===== src/rtl/multimode_counter.sv =====
// Multimode N-bit counter: binary, Gray, ring and Johnson sequences with
// direction control, validated parallel load and terminal-count pulse.
module multimode_counter #(
   parameter int unsigned N = 4
) (
   input  logic         clk,
   input  logic         rst,
   input  logic         en,
   input  logic         dir,
   input  logic [1:0]   mode,
   input  logic         load,
   input  logic [N-1:0] load_val,
   output logic [N-1:0] q,
   output logic         tc,
   output logic         load_err
);

   typedef enum logic [1:0] {
      MODE_BIN  = 2'b00,
      MODE_GRAY = 2'b01,
      MODE_RING = 2'b10,
      MODE_JOHN = 2'b11
   } mode_e;

   mode_e        mode_q, mode_d, mode_in;
   logic [N-1:0] cnt_q, cnt_d;
   logic [N-1:0] idx_q, idx_d;
   logic         tc_q, tc_d;
   logic         err_q, err_d;

   function automatic logic [N-1:0] seed_of(input mode_e m);
      return (m == MODE_RING) ? N'(1) : '0;
   endfunction

   function automatic logic is_onehot(input logic [N-1:0] v);
      return (v != '0) && ((v & (v - N'(1))) == '0);
   endfunction

   // Legal Johnson states have at most one 0/1 boundary between adjacent bits.
   function automatic logic is_johnson(input logic [N-1:0] v);
      int unsigned edges;
      edges = 0;
      for (int unsigned i = 0; i < N - 1; i++)
         edges += {31'd0, v[i] ^ v[i+1]};
      return edges <= 1;
   endfunction

   assign mode_in = mode_e'(mode);

   always_comb begin
      mode_d = mode_q;
      cnt_d  = cnt_q;
      idx_d  = idx_q;
      tc_d   = 1'b0;
      err_d  = 1'b0;
      if (rst || (mode_in != mode_q)) begin
         mode_d = mode_in;
         cnt_d  = seed_of(mode_in);
         idx_d  = '0;
      end else if (load) begin
         unique case (mode_q)
            MODE_BIN:  cnt_d = load_val;
            MODE_GRAY: begin
               idx_d = load_val;
               cnt_d = load_val ^ (load_val >> 1);
            end
            MODE_RING: begin
               cnt_d = is_onehot(load_val) ? load_val : seed_of(MODE_RING);
               err_d = !is_onehot(load_val);
            end
            MODE_JOHN: begin
               cnt_d = is_johnson(load_val) ? load_val : seed_of(MODE_JOHN);
               err_d = !is_johnson(load_val);
            end
         endcase
      end else if (en) begin
         unique case (mode_q)
            MODE_BIN:  cnt_d = dir ? cnt_q + N'(1) : cnt_q - N'(1);
            MODE_GRAY: begin
               idx_d = dir ? idx_q + N'(1) : idx_q - N'(1);
               cnt_d = idx_d ^ (idx_d >> 1);
            end
            MODE_RING: cnt_d = dir ? {cnt_q[0], cnt_q[N-1:1]}
                                   : {cnt_q[N-2:0], cnt_q[N-1]};
            MODE_JOHN: cnt_d = dir ? {~cnt_q[0], cnt_q[N-1:1]}
                                   : {cnt_q[N-2:0], ~cnt_q[N-1]};
         endcase
         tc_d = (cnt_d == seed_of(mode_q));
      end
   end

   always_ff @(posedge clk) begin
      mode_q <= mode_d;
      cnt_q  <= cnt_d;
      idx_q  <= idx_d;
      tc_q   <= tc_d;
      err_q  <= err_d;
   end

   assign q        = cnt_q;
   assign tc       = tc_q;
   assign load_err = err_q;

endmodule


===== config.mk =====
export PLATFORM = sky130hd
export DESIGN_NAME = multimode_counter
export DESIGN_NICKNAME = d
export VERILOG_FILES = /design/src/rtl/multimode_counter.sv
export SDC_FILE = /design/constraint.sdc
export NUM_CORES = 1
export LEC_CHECK = 0
export BUFFER_PORTS_ARGS = -buffer_cell sky130_fd_sc_hd__buf_2
export CORE_MARGIN = 3
export CORE_UTILIZATION = 45
export CTS_CLUSTER_SIZE = 40
export DETAILED_ROUTE_END_ITERATION = 12
export HOLD_SLACK_MARGIN = 0.08
export PLACE_DENSITY = 0.65
export SLEW_MARGIN = 20
export SYNTH_ARGS = -nofsm -noshare
export SYNTH_HDL_FRONTEND = slang
export SYNTH_SLANG_ARGS = --single-unit

===== constraint.sdc =====
create_clock -name clk -period 3 [get_ports clk]
set_input_delay 0.3 -clock clk [delete_from_list [all_inputs] [get_ports clk]]
set_output_delay 0.3 -clock clk [all_outputs]
set_load 0.02 [all_outputs]

# After elaboration in Yosys (flattened, before gate mapping)
# Cells that the tools add are included.
[totals]
regBits = 12
input_bits = 11
out_inout_bits = 6
wordCells = 62
[op_classes]
n_addsub = 7
magnitude_cmp = 1
n_eq_ne = 6
muxes = 21
n_bitwise = 10
n_reduce_logical = 12
[ops]
columns = ["op", "n"]
rows = [
  ["4-bit 2-to-1 mux", 16],
  ["4-bit case mux with 4 select lines", 2],
  ["4-bit by 1-bit subtractor with 4-bit output, second input constant", 3],
  ["4-bit by 1-bit adder with 4-bit output, second input constant", 2],
  ["4-bit by 3-bit bitwise XOR with 4-bit output", 2],
  ["2-bit equality test, second input constant", 3],
  ["4-bit AND", 1],
  ["4-bit by 1-bit equality test with 1-bit output", 1],
  ["4-bit zero test", 1],
  ["1-bit inverter", 4],
  ["4-bit nonzero test", 1],
  ["2-bit by 1-bit adder with 3-bit output", 1],
  ["3-bit by 1-bit less-or-equal comparator with 1-bit output, second input constant", 1],
  ["3-bit nonzero test", 1],
  ["3-bit OR reduction", 1],
  ["1-bit bitwise XOR", 3],
  ["1-bit by 1-bit adder with 2-bit output", 1],
  ["2-bit by 1-bit equality test with 1-bit output, second input constant", 1],
  ["1-bit zero test", 2],
  ["2-bit zero test", 1],
  ["1-bit 2-to-1 mux", 2],
  ["2-bit != test", 1],
  ["1-bit case mux with 2 select lines", 1],
  ["2-bit AND reduction", 1],
  ["4 further kinds", 4],
]

# Logic depth before layout (Yosys ltp)
# Gate-level depths: netlist of the first run.
[logic_depth]
ltp_word = 10
depth_mapped = 8
ltp_nobuf = 8

# Worst setup path before layout of the first run
# Ideal clock, no wire load.
[synth_path]
kind = "in2reg"
start = "in dir"
end = "reg cnt_q[2] (netlist: q[2]), data pin"
setup_ns = 0.264
arrival_time_ns = 1.781
required_ns = 2.736
slack_ns = 0.955
cell_stages = 8
path_buffers = 1
path_cell_list = "buf_4 > inv_1 > ha_1 > a21oi_1 > nand3_1 > and3_1 > o31ai_1 > a21oi_2"
[synth_via]
elab_chain_cells = 9
elab_cells_between_ends = 12
classes_between = "mux: 11; bitwise: 1"
[synth_lines]
columns = ["item", "line", "text"]
rows = [
  ["start, declared", "9", "input logic dir,"],
  ["4-bit 2-to-1 mux", "80", "idx_d = dir ? idx_q + N'(1) : idx_q - N'(1);"],
  ["4-bit by 3-bit bitwise XOR with 4-bit output", "81", "cnt_d = idx_d ^ (idx_d >> 1);"],
  ["4-bit case mux with 4 select lines (*)", "77", "unique case (mode_q)"],
  ["4-bit 2-to-1 mux (*)", "76", "end else if (en) begin"],
  ["4-bit 2-to-1 mux (*)", "60", "end else if (load) begin"],
  ["4-bit 2-to-1 mux (*)", "56", "if (rst || (mode_in != mode_q)) begin"],
  ["4-bit 2-to-1 mux (*)", "76", ""],
  ["4-bit 2-to-1 mux (*)", "60", ""],
  ["4-bit 2-to-1 mux (*)", "56", ""],
  ["end signal, assigned", "94", "cnt_q <= cnt_d;"],
  ["end, declared", "26", "logic [N-1:0] cnt_q, cnt_d;"],
]
# Every way passes the cells marked *; elsewhere a longest branch is shown, timed or not. The select of a mux whose other input is x is not followed.
# A chain may end at the register's enable or synchronous reset.

# Final worst setup path of the first run
[layout_path]
start = "reg idx_q[0]"
end = "reg cnt_q[1] (netlist: q[1]), data pin"
[layout_via]
elab_chain_cells = 10
elab_cells_between_ends = 11
classes_between = "add/sub: 2; mux: 8; bitwise: 1"
[layout_lines]
columns = ["item", "line", "text"]
rows = [
  ["start, declared", "27", "logic [N-1:0] idx_q, idx_d;"],
  ["start signal, assigned", "95", "idx_q <= idx_d;"],
  ["4-bit by 1-bit subtractor with 4-bit output / 4-bit by 1-bit adder with 4-bit output (equally long branches)", "80", ""],
  ["4-bit 2-to-1 mux (*)", "80", ""],
  ["4-bit by 3-bit bitwise XOR with 4-bit output (*)", "81", ""],
  ["4-bit case mux with 4 select lines (*)", "77", ""],
  ["4-bit 2-to-1 mux (*)", "76", ""],
  ["4-bit 2-to-1 mux (*)", "60", ""],
  ["4-bit 2-to-1 mux (*)", "56", ""],
  ["4-bit 2-to-1 mux (*)", "76", ""],
  ["4-bit 2-to-1 mux (*)", "60", ""],
  ["4-bit 2-to-1 mux (*)", "56", ""],
]
# Marked as above.

==> flow_metrics.py, run 1 <==
metrics = {
    "clocking": {
        "clk_latency_ns": 0.28,
        "root_buffer": "clkbuf_4",
        "cts_tree": "done",
        "clk_path_buf_depth": 2,
        "clkSlewWorstSetupHoldPaths_ns": 0.09,
        "holdBufCountCts": 0,
        "cts_buffers": 3,
        "cts_resized": 0,
        "post-cts-setup-buffers": 0,
        "h-tree-depth": 1,
        "clock-sinks": 12,
    },
    "sta": {
        "hold_viol_final": 0,
        "tns_ns": 0,
        "setup_viol": 0,
        "drv_slew": 0,
        "whs_ns": 0.2294,
        "tightest_slew_ns": 0.5011,
        "period_share_pct": 72.92,
        "rsz0062_at_grt": "false",
        "max_freq_ghz": 0.4571,
        "fin_crit_ns": 2.188,
        "finClkSkew_ns": 0.004859,
        "relSlewSlack_pct": 66.59,
    },
    "drt": {
        "drc_errors": 0,
        "finalWirelength_mm": 2.805,
        "dr.pass1.iters": 4,
        "antenna_left": 0,
        "vias": 1056,
        "wl_per_cell_um": 15.58,
        "first_iter_violations": 47,
        "via_per_inst": 5.867,
    },
    "layout": {
        "n_antenna_cell": 0,
        "design_area_um2": 1295,
        "drive_above_1_share_pct": 15.13,
        "nets": 176,
        "syn2layout_area_growth_pct": 9.524,
        "postLayoutCoreUtil_pct": 55.35,
    },
    "worst_setup_path": {
        "required_ns": 3.11,
        "start_kind": "flop",
        "path_max_fanout": 5,
        "worstPathArrival_ns": 2.30,
        "r2r.worst_path.cells": 7,
        "crit_type": "reg -> reg",
        "cp-end-kind": "flop",
    },
    "yosys": {
        "synthFlopType": "edfxtp_1",
        "synth_commonest_cells": "11 x inv_1, 10 x ha_1, 10 x nand2_1, 10 x nor2_1",
        "netlist.area_leader.share_pct": 15.24,
        "ys_types": 49,
        "synth-edff-count": 6,
        "synth_area_per_cell_um2": 8.568,
        "ys_ff_latch": 12,
        "async_reset_ff_share_pct": 0,
        "synth_fp_nets": 161,
        "synth.most_common_cell": "inv_1",
        "syn_area_um2": 1182,
        "yosysSeqAreaShare_pct": 25.40,
        "netlist_instances": 138,
        "yosys.area.top_type": "edfxtp_1",
        "yosysWarnings": 0,
        "synthTopCellsByArea": "edfxtp_1 15%, ha_1 11%, dfxtp_1 10%",
    },
    "floorplanning": {
        "die_height_um": 57.26,
        "dieArea_um2": 3279,
        "dieWidth_um": 57.26,
        "io_pins": 17,
        "coreArea_um2": 2340,
        "num_rows": 17,
        "initial_core_util_pct": 50.53,
    },
    "global_routing": {
        "grtUsageMet3_pct": 3.620,
        "top_usage_layer": "met2",
        "use_met2_pct": 27.08,
        "track_usage_pct": 17.70,
        "grt_pass1_vias": 964,
        "grt_pass1_wl_mm": 4.526,
        "met1_usage_pct": 25.17,
        "antenna_found_initial": 0,
        "grt_max_degree": 18,
        "grt_overflow_total": 0,
    },
    "pwr": {
        "p_total_w": 0.0004808,
        "power_density_nw_per_um2": 371.3,
        "peakVddDrop_mv": 0.1830,
        "power_leakage_nw": 0.5746,
    },
    "placement": {
        "port_buffers": 16,
        "dpl_cell_area_um2": 1269,
        "dpl.hpwl_mm": 2.176,
        "place_congestion": 0.8046,
    },
    "min_path": {
        "whs_path_depth": 1,
        "hp-class": "in -> reg",
    },
    "status": {
        "outcome": "finished, final reports clean",
    },
    "job": {
        "max_cap_violations": 0,
    },
}
-- cell type report --
| class | instances | area [um^2] |
|---|---|---|
| Tap cell | 28 | 35.03 |
| Sequential cell | 12 | 300.3 |
| Inverter | 12 | 45.04 |
| Multi-Input combinational cell | 108 | 808.3 |
| Clock buffer | 3 | 22.52 |
| Clock inverter | 1 | 3.754 |
| Fill cell | 223 | 1045 |
| Timing Repair Buffer | 16 | 80.08 |
-- sequential cells by signal, indices dropped and copies added (netlist names) --
register / count
tc: 1
q: 4
idx_q: 4
mode_q: 2
load_err: 1
-- placed cells by master (no fill, tap or decap), types with 2 or more instances in the layout --
cell,instances
a21o_1,2
a211oi_1,7
fa_1,2
o31ai_1,2
dfxtp_1,6
edfxtp_1,6
nand3_1,4
ha_1,10
or3b_1,2
xor2_1,5
xnor2_1,6
nand2_1,10
buf_2,16
a21oi_1,7
nor3_1,4
nor2b_1,2
inv_1,11
mux2i_1,4
nand2b_1,2
nor2_1,10
clkbuf_4,3
o21ai_0,2
o211ai_1,2
and3_1,2
-- worst max-delay path, stage by stage (launching register included) --
cell,delay [ns]
dfxtp_1,0.44
inv_1,0.09
fa_1,0.45
xor2_1,0.20
a32o_1,0.28
a211oi_1,0.27
nor2_1,0.07
a211oi_1,0.21
-- kinds of logic after synthesis --
family,count (synthesis),synth area share (%)
simple gates,44,20.11
compound gates,37,22.75
buf+inv,18,6.243
fa+ha+maj,12,13.97
flops,12,25.40
xor+xnor,11,8.148
mux,4,3.386
-- metal layers --
layer / wire, um / share of wire [%]
met5: 0 / 0
met4: 32 / 1.1
met3: 174 / 6.2
met2: 1260 / 45
met1: 1337 / 48
-- final timing paths --
path	slack, ns	end	start
min	0.23	mode_q[0]$_DFFE_PP_	mode[0]
min reg2reg	0.53	idx_q[2]$_SDFFE_PP0P_	idx_q[2]$_SDFFE_PP0P_
max	0.81	q[1]$_SDFFCE_PP0P_	idx_q[0]$_SDFFE_PP0P_
max reg2reg	0.81	q[1]$_SDFFCE_PP0P_	idx_q[0]$_SDFFE_PP0P_
-- per-stage QoR --
step | setup slack, ns | std cells
2_1_floorplan | 0.9549 | 138
3_3_place_gp | 0.6996 | 176
3_5_place_dp | 0.6119 | 176
4_1_cts | 0.8232 | 180
5_1_grt | 0.7309 | 180
6_report | 0.8124 | 180
-- power breakdown --
| group | internal [W] | leakage (nW) | switching (W) |
|---|---|---|---|
| Combinational | 0.0000712 | 0.443 | 0.0000959 |
| Sequential | 0.000183 | 0.117 | 0.0000204 |
| Clock | 0.0000483 | 0.0154 | 0.0000619 |
Power figures use the tool's default switching activity.
==> inputs of run 2 (changes only) <==
- PLACE_DENSITY: 0.65 -> 0.68
- clock period: 3 -> 1.9 ns (I/O delays scaled with it)
==> flow_metrics.py, run 2 (synthesis gave the netlist of run 1 again) <==
metrics = {
    "status": {
        "outcome": "finished, final reports clean",
    },
    "worst_setup_path": {
        "r2r.worst_path.cells": 7,
        "crit_type": "reg -> reg",
        "path_max_fanout": 5,
        "r2r_setup_slack_ns": 0.06,
        "r2r-start": "q[1]$_SDFFCE_PP0P_",
        "worstPathArrival_ns": 2.00,
        "r2r-end": "tc$_SDFF_PP0_",
        "cp-end-kind": "flop",
        "start_kind": "flop",
        "required_ns": 2.07,
    },
    "global_routing": {
        "antenna_found_initial": 0,
        "top_usage_layer": "met2",
        "grtUsageMet3_pct": 2.715,
        "grt_pass1_vias": 1176,
        "grt_overflow_total": 0,
        "use_met2_pct": 34.75,
        "track_usage_pct": 19.77,
        "grt_max_degree": 18,
        "grt_pass1_wl_mm": 5.161,
        "met1_usage_pct": 25.28,
    },
    "placement": {
        "dpl.hpwl_mm": 2.420,
        "dpl_cell_area_um2": 1471,
        "port_buffers": 16,
        "place_congestion": 0.8693,
    },
    "pwr": {
        "power.share.combinational_pct": 44.6,
        "internal-power_w": 0.0005375,
        "peakVddDrop_mv": 0.3561,
        "swShare_pct": 35.85,
        "p_clk_share_pct": 19.5,
        "seq_power_share_pct": 35.9,
        "switchingPower_w": 0.0003004,
        "power_leakage_nw": 0.7159,
        "power_density_nw_per_um2": 540.1,
    },
    "min_path": {
        "min_from": "mode[0]",
        "hold_end": "mode_q[0]$_DFFE_PP_",
        "whs_path_depth": 1,
        "hp-class": "in -> reg",
    },
    "sta": {
        "setup_viol": 0,
        "whs_ns": 0.1313,
        "period_share_pct": 96.62,
        "max_freq_ghz": 0.5448,
        "tightest_slew_ns": 0.3840,
        "drv_slew": 0,
        "finClkSkew_ns": 0.0009924,
        "hold_viol_final": 0,
        "fin_crit_ns": 1.836,
        "rsz0062_at_grt": "true",
        "relSlewSlack_pct": 74.06,
    },
    "layout": {
        "design_area_um2": 1551,
        "postLayoutCoreUtil_pct": 66.31,
        "drive_above_1_share_pct": 33.52,
        "final_common_cell": "buf_4",
        "fillers": 212,
        "n_antenna_cell": 0,
        "nets": 203,
        "syn2layout_area_growth_pct": 31.22,
        "mostFrequentLayoutCells": "27 x buf_4, 16 x buf_2, 11 x inv_1",
    },
    "floorplanning": {
        "num_rows": 17,
        "dieWidth_um": 57.26,
        "dieArea_um2": 3279,
        "io_pins": 17,
        "coreArea_um2": 2340,
        "initial_core_util_pct": 50.53,
        "die_height_um": 57.26,
    },
    "clocking": {
        "cts_tree": "done",
        "holdBufCountCts": 0,
        "clock-sinks": 12,
        "clkSlewWorstSetupHoldPaths_ns": 0.07,
        "cts_buffers": 3,
        "clk_path_buf_depth": 2,
        "clk_latency_ns": 0.27,
        "h-tree-depth": 1,
        "root_buffer": "clkbuf_4",
    },
    "drt": {
        "antenna_left": 0,
        "first_iter_violations": 29,
        "dr.pass1.iters": 4,
        "wl_per_cell_um": 14.85,
        "finalWirelength_mm": 3.073,
        "vias": 1214,
        "drc_errors": 0,
        "via_per_inst": 5.865,
    },
    "job": {
        "max_cap_violations": 0,
    },
}
[run 2: cell count changes in the layout (fill, tap and decap cells not counted), sizes merged]
cell  before  now
buf       16   43
[run 2: area by class of cell]
| class | count | area (um^2) | share of cell area (%) |
|---|---|---|---|
| sequential | 12 | 301.5 | 19.44 |
| timing repair buffer | 43 | 282.8 | 18.23 |
| clock buffer | 3 | 22.52 | 1.452 |
| tap | 28 | 35.03 | 2.258 |
| inverter | 12 | 45.04 | 2.903 |
| clock inverter | 1 | 3.754 | 0.2419 |
| multi-input combinational | 108 | 860.8 | 55.48 |
[run 2: what timing repair did]
action,4_1_cts,5_1_grt
setup buffers,1,0
endpoints found under the setup margin,3,5
resized for setup,1,8
pin swaps,1,2
[run 2: metal layers]
metal,vias to the layer above,wire length (um)
met5,-,0
met4,0,37
met3,6,197
met2,44,1540
met1,573,1298
li1,591,-
[run 2: worst max-delay path by stage]
stage / from / end / slack (ns) / cells after the start
floorplan: dir / q[1]$_SDFFCE_PP0P_ / 0.01 / 8
global placement: load_val[0] / q[2]$_SDFFCE_PP0P_ / -0.09 / 9
detailed placement: dir / q[3]$_SDFFCE_PP0P_ / -0.15 / 9
CTS: q[2]$_SDFFCE_PP0P_ / q[3]$_SDFFCE_PP0P_ / 0.006 / 6
global route: idx_q[1]$_SDFFE_PP0P_ / tc$_SDFF_PP0_ / -0.04 / 8
finish: q[1]$_SDFFCE_PP0P_ / tc$_SDFF_PP0_ / 0.06 / 7
[run 2: power groups by stage]
stage / registers [W] / clock network, W / logic, W
after floorplan: 0.000321 / 0 / 0.000199
after global routing: 0.000303 / 0.000179 / 0.000414
final: 0.000301 / 0.000163 / 0.000374
after detailed placement: 0.000308 / 0 / 0.000341
after global placement: 0.000307 / 0 / 0.000331
after CTS: 0.000301 / 0.000167 / 0.000351
[run 2: critical path, cell delays in order (launching register included)]
cell      delay (ns)
edfxtp_1        0.40
buf_4           0.16
inv_1           0.05
fa_1            0.40
xor2_1          0.18
a22oi_2         0.23
o31ai_4         0.12
and3b_1         0.20
[run 2: metrics by stage]
| step | setup WS [ns] | instances | power (W) | TNS, ns |
|---|---|---|---|---|
| floorplan | 0.01283 | 138 | 0.0005193 | 0 |
| global placement | -0.08892 | 202 | 0.0006378 | -0.2656 |
| detailed placement | -0.1507 | 202 | 0.0006487 | -0.5765 |
| CTS | 0.005831 | 207 | 0.0008186 | 0 |
| global route | -0.04305 | 207 | 0.0008955 | -0.06322 |
| finish | 0.06431 | 207 | 0.0008379 | 0 |
